[src/rtl/sap_pkg.sv]
// Shared SAP definitions: bus/opcode widths, two-word opcode base,
// assembly FSM state encoding and classic SAP-1 opcode constants.
package sap_pkg;

   localparam int DEF_WORD_W = 8;
   localparam int DEF_OP_W   = 4;
   localparam logic [3:0] DEF_EXT_BASE = 4'hC;

   typedef enum logic {
      S_OPC = 1'b0,
      S_OPR = 1'b1
   } asm_state_t;

   localparam logic [3:0] OPC_LDA = 4'h0;
   localparam logic [3:0] OPC_ADD = 4'h1;
   localparam logic [3:0] OPC_SUB = 4'h2;
   localparam logic [3:0] OPC_OUT = 4'hE;
   localparam logic [3:0] OPC_HLT = 4'hF;

endpackage

[src/rtl/ir_fifo.sv]
// Decoded-instruction FIFO: storage, pointers, count, push/pop/flush.
// Ports: clk, clr (async low), push, pop, flush, wdata -> head, full, empty.
module ir_fifo #(
   parameter int WIDTH = 12,
   parameter int DEPTH = 4
) (
   input  logic             clk,
   input  logic             clr,
   input  logic             push,
   input  logic             pop,
   input  logic             flush,
   input  logic [WIDTH-1:0] wdata,
   output logic [WIDTH-1:0] head,
   output logic             full,
   output logic             empty
);

   localparam int AW = $clog2(DEPTH);
   localparam int CW = AW + 1;

   logic [WIDTH-1:0] mem [DEPTH];
   logic [AW-1:0]    rd_ptr;
   logic [AW-1:0]    wr_ptr;
   logic [CW-1:0]    count;
   logic             do_push;
   logic             do_pop;

   assign empty = (count == '0);
   assign full  = (count == CW'(DEPTH));

   // A pop frees the slot a same-cycle push needs when full.
   assign do_pop  = pop && !empty && !flush;
   assign do_push = push && (!full || do_pop) && !flush;

   assign head = mem[rd_ptr];

   always_ff @(posedge clk or negedge clr) begin
      if (!clr) begin
         rd_ptr <= '0;
         wr_ptr <= '0;
         count  <= '0;
      end else if (flush) begin
         rd_ptr <= '0;
         wr_ptr <= '0;
         count  <= '0;
      end else begin
         if (do_push) wr_ptr <= wr_ptr + AW'(1);
         if (do_pop)  rd_ptr <= rd_ptr + AW'(1);
         unique case ({do_push, do_pop})
            2'b10:   count <= count + CW'(1);
            2'b01:   count <= count - CW'(1);
            default: count <= count;
         endcase
      end
   end

   always_ff @(posedge clk) begin
      if (do_push) mem[wr_ptr] <= wdata;
   end

endmodule

[src/rtl/instruction_queue_reg.sv]
// Instruction queue register: assembles 1/2-word instructions from the
// W-bus and queues them. Ports: clk, clr, data_in, li, ei, next, flush
// -> data_out, seq, valid, full, partial, ovf.
import sap_pkg::*;

module instruction_queue_reg #(
   parameter int WORD_W = DEF_WORD_W,
   parameter int OP_W   = DEF_OP_W,
   parameter int DEPTH  = 4,
   parameter logic [OP_W-1:0] EXT_BASE = OP_W'(DEF_EXT_BASE)
) (
   input  logic              clk,
   input  logic              clr,
   input  logic [WORD_W-1:0] data_in,
   input  logic              li,
   input  logic              ei,
   input  logic              next,
   input  logic              flush,
   output logic [WORD_W-1:0] data_out,
   output logic [OP_W-1:0]   seq,
   output logic              valid,
   output logic              full,
   output logic              partial,
   output logic              ovf
);

   localparam int EW = OP_W + WORD_W;
   localparam int SW = WORD_W - OP_W;

   asm_state_t      state;
   asm_state_t      state_n;
   logic [OP_W-1:0] opc_q;
   logic [OP_W-1:0] opc_n;
   logic            ovf_n;
   logic [OP_W-1:0] opc;
   logic            room;
   logic            push_req;
   logic [EW-1:0]   entry;
   logic [EW-1:0]   head;
   logic            empty;

   assign opc  = data_in[WORD_W-1 -: OP_W];
   assign room = !full || (next && valid);

   ir_fifo #(
      .WIDTH (EW),
      .DEPTH (DEPTH)
   ) u_fifo (
      .clk   (clk),
      .clr   (clr),
      .push  (push_req),
      .pop   (next),
      .flush (flush),
      .wdata (entry),
      .head  (head),
      .full  (full),
      .empty (empty)
   );

   always_ff @(posedge clk or negedge clr) begin
      if (!clr) begin
         state <= S_OPC;
         opc_q <= '0;
         ovf   <= 1'b0;
      end else begin
         state <= state_n;
         opc_q <= opc_n;
         ovf   <= ovf_n;
      end
   end

   // A dropped word leaves the FSM where it was so it can be retried.
   always_comb begin
      state_n  = state;
      opc_n    = opc_q;
      ovf_n    = ovf;
      push_req = 1'b0;
      entry    = '0;
      if (flush) begin
         state_n = S_OPC;
      end else if (li) begin
         unique case (state)
            S_OPC: begin
               if (opc >= EXT_BASE) begin
                  opc_n   = opc;
                  state_n = S_OPR;
               end else begin
                  push_req = 1'b1;
                  entry    = {opc, {OP_W{1'b0}}, data_in[SW-1:0]};
                  if (!room) ovf_n = 1'b1;
               end
            end
            S_OPR: begin
               push_req = 1'b1;
               entry    = {opc_q, data_in};
               if (room) state_n = S_OPC;
               else      ovf_n   = 1'b1;
            end
            default: state_n = S_OPC;
         endcase
      end
   end

   assign valid    = !empty;
   assign partial  = (state == S_OPR);
   assign seq      = valid ? head[EW-1 -: OP_W] : '0;
   assign data_out = (ei && valid) ? head[WORD_W-1:0] : '0;

endmodule

[config.mk]
export PLATFORM = sky130hd
export DESIGN_NAME = instruction_queue_reg
export DESIGN_NICKNAME = d
export VERILOG_FILES = /design/src/rtl/sap_pkg.sv /design/src/rtl/ir_fifo.sv /design/src/rtl/instruction_queue_reg.sv
export SDC_FILE = /design/constraint.sdc
export NUM_CORES = 1
export LEC_CHECK = 0
export BUFFER_PORTS_ARGS = -buffer_cell sky130_fd_sc_hd__buf_2
export CORE_UTILIZATION = 52
export DETAILED_ROUTE_END_ITERATION = 8
export GPL_TIMING_DRIVEN = 0
export PLACE_DENSITY = 0.72
export SLEW_MARGIN = 30
export SYNTH_ARGS = -nofsm -noshare
export SYNTH_HDL_FRONTEND = slang
export SYNTH_SLANG_ARGS = --single-unit
[constraint.sdc]
create_clock -name clk -period 1.74 [get_ports clk]
set_input_delay 0.348 -clock clk [delete_from_list [all_inputs] [get_ports clk]]
set_output_delay 0.348 -clock clk [all_outputs]
set_load 0.03 [all_outputs]
==> results.yml, run 1 <==
status:
  status: "complete, but fails checks"
  violations: "setup timing"
pwr:
  ir_worst_vdd_uv: 859
  fin_total_pwr_mw: 4.40
  power_leakage_nw: 1.44
  power_density_mw_per_mm2: 1190
timing:
  final_max_slew_viol_count: 0
  worstMarginPinSlew_ps: 374
  fin_skew_ps: 10.5
  max_slew_margin_pct: 75.0
  post-route-worst-setup-slack_ps: -372
  report.final.setup_viol: 63
  post-route-period-util_pct: 121
  post-route-min-period_ps: 2110
  fmax_mhz: 474
  hold_viol: 0
  rsz0062_at_grt: "true"
  tns_ps: -6670
detailed_routing:
  wl_mm: 6.04
  drcViolationCount: 0
  via_per_instance_ratio: 5.59
  vias: 1755
  detail-route-antenna-nets: 0
  wire_per_inst_um: 19.2
  drt_first_pass_iters: 4
  drtIter0Drc: 144
setup_path:
  timing.critical_path.buf_inv: 3
  setup.worst_path.end_class: "primary output"
  cpPeakStageDelay_ps: 520
  crit_path_cell_trace: "buf_6 > buf_12 > mux4_2 > and3_4 > buf_6"
  setup_cp_type: "register to primary output"
  worst_r2r_path_depth: 6
  worstSetupPathDepth: 5
  cell_type_of_the_slowest_stage_on_the_worst_timing_path: "sky130_fd_sc_hd__mux4_2"
  critical_path.top_delay_family: "multiplexers"
  critical-path-top-cell-by-count: "sky130_fd_sc_hd__buf_6"
  worstPathRequired_ps: 1390
  worstSetupStartpointType: "register"
  crit_fanout: 5
  data_arrival_time_of_the_critical_path_ps: 1760
grt:
  grt_first_pass_wirelength_mm: 8.63
  number_of_global_route_vias_before_repair: 1739
  grt_start_max_net_pins: 14
  grt.total_usage_pct: 22.6
  antenna_violations_before_repair: 0
  grt-ovfl-total: 0
yosys:
  yosys_warnings: 0
  synth_area_leaders: "sky130_fd_sc_hd__edfxtp_1 54%, sky130_fd_sc_hd__dfrtp_1 12%, sky130_fd_sc_hd__mux4_2 10%"
  postSynth.asyncResetShare_pct: 21.3
  syn-mean-instance-area_um2: 16.1
  synth-xor-area-share_pct: 0.653
  netlist_instances: 167
  synth_top_area_share_pct: 53.7
  synth-compound-area-share_pct: 3.22
  synth_area_mm2: 0.00268
  synthDistinctLibCells: 38
  synth_top_family_by_area: "simple AND/OR/NAND/NOR gates"
  simple_logic_cell_fraction_of_the_synthesized_area_pct: 13.7
  seq_area_frac_synth_pct: 65.8
  synth_mux_area_share_pct: 12.1
  ys_ff_latch: 61
  netlist.top_cell.by_area: "sky130_fd_sc_hd__edfxtp_1"
  synth_nets: 186
  ys.flop_type: "sky130_fd_sc_hd__edfxtp_1"
  yosys.area_share.adder_pct: 2.61
  number_of_enable_flip_flop_cells_after_synthesis: 48
finish:
  fraction_of_final_layout_cells_with_drive_strength_greater_than_1_pct: 53.8
  layout_common_cells: "48 x sky130_fd_sc_hd__edfxtp_1, 25 x sky130_fd_sc_hd__buf_6, 20 x sky130_fd_sc_hd__buf_4, 16 x sky130_fd_sc_hd__buf_2"
  fillerInstances: 289
  layout_commonest_cell: "sky130_fd_sc_hd__edfxtp_1"
  finalNetCount: 261
  diodes: 0
  fin_util_pct: 76.2
  area.growth.synth_to_final_pct: 37.7
  post_layout_nonfiller_instances: 314
die:
  io_pins: 30
  fp-row-count: 25
  design.core.area_mm2: 0.00485
  fp.dieW_um: 73.8
  die_area_mm2: 0.00545
  die-height_um: 73.8
  initial_utilization_pct: 55.4
clocking:
  clock_sink_count: 61
  h-tree-depth: 3
  clock_tree_from_tritoncts: "built"
  cts.reportedPaths.clkPinSlew_ps: 60
  clockBufferDepth: 2
  clkLatencyLatePin_ps: 330
  clk_root_buffer_cell: "sky130_fd_sc_hd__clkbuf_8"
  cts_inserted_buffers: 9
min_path:
  hold_depth: 2
  worstHoldPathType: "input pin to register"
place:
  post-place-cells: 263
  place_congestion: 0.802
  dp_hpwl_mm: 3.40
  port_buffers: 29
flow_run:
  reported_max_cap_violation_count: 0
## path summary, 6_finish.rpt
kind	start	endpoint	slack, ps
max	u_fifo.rd_ptr[0]$_DFFE_PN0P_	data_out[5]	-370
min	data_in[5]	opc_q[1]$_DFFE_PN0P_	300
max reg2reg	u_fifo.count[2]$_DFFE_PN0P_	u_fifo.count[2]$_DFFE_PN0P_	-170
min reg2reg	ovf$_DFFE_PN0P_	ovf$_DFFE_PN0P_	460
max in group asynchronous	clr	partial$_DFFE_PN0P_	1050
min in group asynchronous	clr	u_fifo.wr_ptr[0]$_DFFE_PN0P_	430
## report_power, final
part / internal, mW / leakage (nW) / switching, mW / total [mW]
registers: 1.66 / 0.596 / 0.0514 / 1.71
clock network: 0.727 / 0.107 / 0.514 / 1.24
logic: 0.784 / 0.740 / 0.670 / 1.45
## cell usage after synthesis, types with 3 or more instances
master and count:
sky130_fd_sc_hd__and3_1 16, sky130_fd_sc_hd__edfxtp_1 48, sky130_fd_sc_hd__nand3b_1 3, sky130_fd_sc_hd__nor2_1 7, sky130_fd_sc_hd__nor3_1 4, sky130_fd_sc_hd__dfrtp_1 13
sky130_fd_sc_hd__nor3b_1 3, sky130_fd_sc_hd__inv_1 4, sky130_fd_sc_hd__nand2_1 6, sky130_fd_sc_hd__mux4_2 12, sky130_fd_sc_hd__ha_1 4, sky130_fd_sc_hd__a21oi_1 6
sky130_fd_sc_hd__and2_1 8
## worst register-to-register path: cells and delay by family (launching register included)
kind	cells	cell delay (ps)
compound gates	1	260
fa+ha+maj	1	350
buf+inv	1	140
flops	1	430
mux	2	510
simple gates	1	100
## area by class of cell
type                    count  area (um^2)  share of cell area, %
inverters                   4         15.0                  0.406
flip-flops and latches     61         1770                   47.9
clock inverters             5         48.8                   1.32
repair buffers             60          531                   14.4
plain buffers               7         71.3                   1.93
clock buffers              11          151                   4.10
well taps                  67         83.8                   2.27
multi-input cells          99         1020                   27.7
## metrics by stage
stage | cell area (um^2) | hold slack [ps] | setup slack [ps]
floorplan | 2750 | 52.4 | -111
global placement | 2980 | 248 | -384
detailed placement | 2980 | 255 | -429
CTS | 3530 | 297 | -393
global route | 3700 | 309 | -439
finish | 3700 | 302 | -372
## timing repair
| item | 4_1_cts | 5_1_grt |
|---|---|---|
| setup buffers | 19 | 11 |
| cloned | 2 | 4 |
| hold buffers | 1 | 0 |
| pin swaps | 16 | 17 |
| gates resized for setup | 56 | 19 |
| hold endpoints to repair | 13 | 0 |
| setup endpoints to repair | 63 | 64 |
## sequential cells by signal (all words and copies together), names as in the netlist
name           cells
u_fifo.wr_ptr      2
ovf                1
u_fifo.count       3
u_fifo.rd_ptr      2
opc_q              4
partial            1
u_fifo.mem        48
## routing by layer
metal / GRT usage (%) / wire length, um / vias up
met3: 6.17 / 283 / 6
li1: - / - / 791
met4: 5.77 / 40 / 0
met1: 27.4 / 2480 / 897
met5: 0 / 0 / -
met2: 40.2 / 3240 / 61
## cell families after synthesis
family                     after synthesis
muxes                                   17
adders and majority gates                5
AOI/OAI and AO/OA                       14
buffers and inverters                   11
DFF                                     61
xor gates and xnor gates                 2
and+or+nand+nor                         57
Note: power is estimated with default switching activity, not from simulation.
==> run 2, diff against run 1 <==
--- a/config.mk
+++ b/config.mk
@@ -6,10 +6,10 @@
 export NUM_CORES = 1
 export LEC_CHECK = 0
 export BUFFER_PORTS_ARGS = -buffer_cell sky130_fd_sc_hd__buf_2
-export CORE_UTILIZATION = 52
+export CORE_UTILIZATION = 45
 export DETAILED_ROUTE_END_ITERATION = 8
 export GPL_TIMING_DRIVEN = 0
-export PLACE_DENSITY = 0.72
+export PLACE_DENSITY = 0.63
 export SLEW_MARGIN = 30
 export SYNTH_ARGS = -nofsm -noshare
 export SYNTH_HDL_FRONTEND = slang
==> run 2 against run 1 <==
Net effect:
- the flow still finishes with violations (setup timing)
- cell area shrank 1.8%
- utilization shrank 12 points
- critical path depth is the same
- setup slack gained 13 ps
- sequential share of layout area grew 0.82 points
- die area grew 15%
- worst hold slack lost 4.8 ps
==> results.yml, run 2 (synthesized netlist as in run 1, its figures left out) <==
status:
  status: "complete, but fails checks"
  violations: "setup timing"
setup_path:
  cpPeakStageDelay_ps: 500
  critical_path.top_delay_family: "multiplexers"
  worstSetupPathDepth: 5
  data_arrival_time_of_the_critical_path_ps: 1750
  critical-path-top-cell-by-count: "sky130_fd_sc_hd__buf_6"
  crit_fanout: 5
  cell_type_of_the_slowest_stage_on_the_worst_timing_path: "sky130_fd_sc_hd__mux4_2"
  setup_cp_type: "register to primary output"
  worst_r2r_path_depth: 7
  setup.worst_path.end_class: "primary output"
  timing.critical_path.buf_inv: 3
  crit_path_cell_trace: "buf_6 > buf_12 > mux4_2 > and3_4 > buf_6"
  worstSetupStartpointType: "register"
  worstPathRequired_ps: 1390
detailed_routing:
  vias: 1731
  wl_met2_mm: 2.94
  wl_mm: 5.75
  wirelength_met1_mm: 2.43
  detail-route-antenna-nets: 0
  wl_met3_um: 276
  drt_first_pass_iters: 5
  drtIter0Drc: 86
  drcViolationCount: 0
  wire_per_inst_um: 18.5
  via_per_instance_ratio: 5.57
  top_signal_layer_used: "met4"
grt:
  antenna_violations_before_repair: 0
  grt.total_usage_pct: 19.0
  grt-ovfl-total: 0
  grt_start_max_net_pins: 14
  grt_first_pass_wirelength_mm: 8.42
  number_of_global_route_vias_before_repair: 1696
finish:
  fillerInstances: 410
  max_flop_register: "u_fifo.mem"
  area.growth.synth_to_final_pct: 35.3
  layout_commonest_cell: "sky130_fd_sc_hd__edfxtp_1"
  post_layout_nonfiller_instances: 311
  fin_util_pct: 64.4
  diodes: 0
  top_regs: "u_fifo.mem: 48 flops, opc_q: 4 flops, u_fifo.count: 3 flops"
  finalNetCount: 253
  largest_register_ffs: 48
  layout_common_cells: "48 x sky130_fd_sc_hd__edfxtp_1, 20 x sky130_fd_sc_hd__buf_6, 17 x sky130_fd_sc_hd__buf_4, 15 x sky130_fd_sc_hd__buf_2"
  fraction_of_final_layout_cells_with_drive_strength_greater_than_1_pct: 52.3
place:
  post-place-cells: 268
  dp_hpwl_mm: 3.35
  place_congestion: 0.811
  port_buffers: 29
min_path:
  worstHoldPathType: "input pin to register"
  hold_depth: 2
timing:
  max_slew_margin_pct: 67.8
  report.final.setup_viol: 29
  final_max_slew_viol_count: 0
  fin_skew_ps: 11.2
  fmax_mhz: 477
  worstMarginPinSlew_ps: 481
  post-route-worst-setup-slack_ps: -358
  hold_viol: 0
  post-route-min-period_ps: 2100
  post-route-period-util_pct: 121
  rsz0062_at_grt: "true"
die:
  fp-row-count: 27
  die-height_um: 79.2
  io_pins: 30
  fp.dieW_um: 79.2
  initial_utilization_pct: 47.6
  design.core.area_mm2: 0.00564
  die_area_mm2: 0.00628
clocking:
  clk_root_buffer_cell: "sky130_fd_sc_hd__clkbuf_8"
  h-tree-depth: 3
  cts_inserted_buffers: 9
  clock_sink_count: 61
  clock_tree_from_tritoncts: "built"
  clkLatencyLatePin_ps: 320
  clockBufferDepth: 2
  cts.reportedPaths.clkPinSlew_ps: 70
pwr:
  fin_total_pwr_mw: 4.26
  ir_worst_vdd_uv: 580
  power_leakage_nw: 1.39
  power_density_mw_per_mm2: 1170
flow_run:
  reported_max_cap_violation_count: 0
==> run 2: layer usage <==
metal | GRT usage [%] | up-vias
met4 | 8.18 | 0
li1 | - | 782
met5 | 0 | -
met1 | 23.2 | 888
met2 | 31.8 | 52
met3 | 4.83 | 9
==> run 2: worst paths after layout <==
check | from | to | slack (ps)
worst max-delay path | u_fifo.rd_ptr[0]$_DFFE_PN0P_ | data_out[4] | -360
worst min-delay path | data_in[4] | opc_q[0]$_DFFE_PN0P_ | 300
worst min register to register | opc_q[3]$_DFFE_PN0P_ | opc_q[3]$_DFFE_PN0P_ | 470
max in group asynchronous | clr | partial$_DFFE_PN0P_ | 1030
min in group asynchronous | clr | opc_q[2]$_DFFE_PN0P_ | 450
worst max register to register | u_fifo.count[1]$_DFFE_PN0P_ | u_fifo.count[2]$_DFFE_PN0P_ | -230
==> run 2: what timing repair did <==
action	in CTS	in global routing
hold buffers	1	0
endpoints found under the hold margin	13	0
setup endpoints to repair	63	65
gates cloned	2	5
pin swaps	12	17
buffers inserted	14	15
gates resized for setup	56	13
==> run 2: area by class of cell <==
cell class	count	area (um^2)	area share, %
plain buffers	7	82.6	2.27
clock buffers	13	169	4.65
clock inverters	3	18.8	0.517
inverters	4	15.0	0.414
multi-input cells	100	1040	28.6
flip-flops and latches	61	1770	48.8
well taps	72	90.1	2.48
repair buffers	51	447	12.3
==> run 2: per-stage QoR <==
stage	setup TNS (ps)	instance area, um^2	hold WS (ps)	worst slack, ps
2_1_floorplan	-5410	2750	52.4	-111
3_3_place_gp	-20070	2980	249	-359
3_5_place_dp	-25040	2980	261	-459
4_1_cts	-4180	3510	285	-373
5_1_grt	-8300	3630	289	-403
6_report	-5060	3630	297	-358
==> run 2: where the power goes <==
group | internal [mW] | leakage, nW | total (mW) | switching, mW
registers | 1.66 | 0.598 | 1.70 | 0.0455
logic | 0.757 | 0.695 | 1.41 | 0.656
clock network | 0.632 | 0.0994 | 1.15 | 0.517
total | 3.05 | 1.39 | 4.26 | 1.22
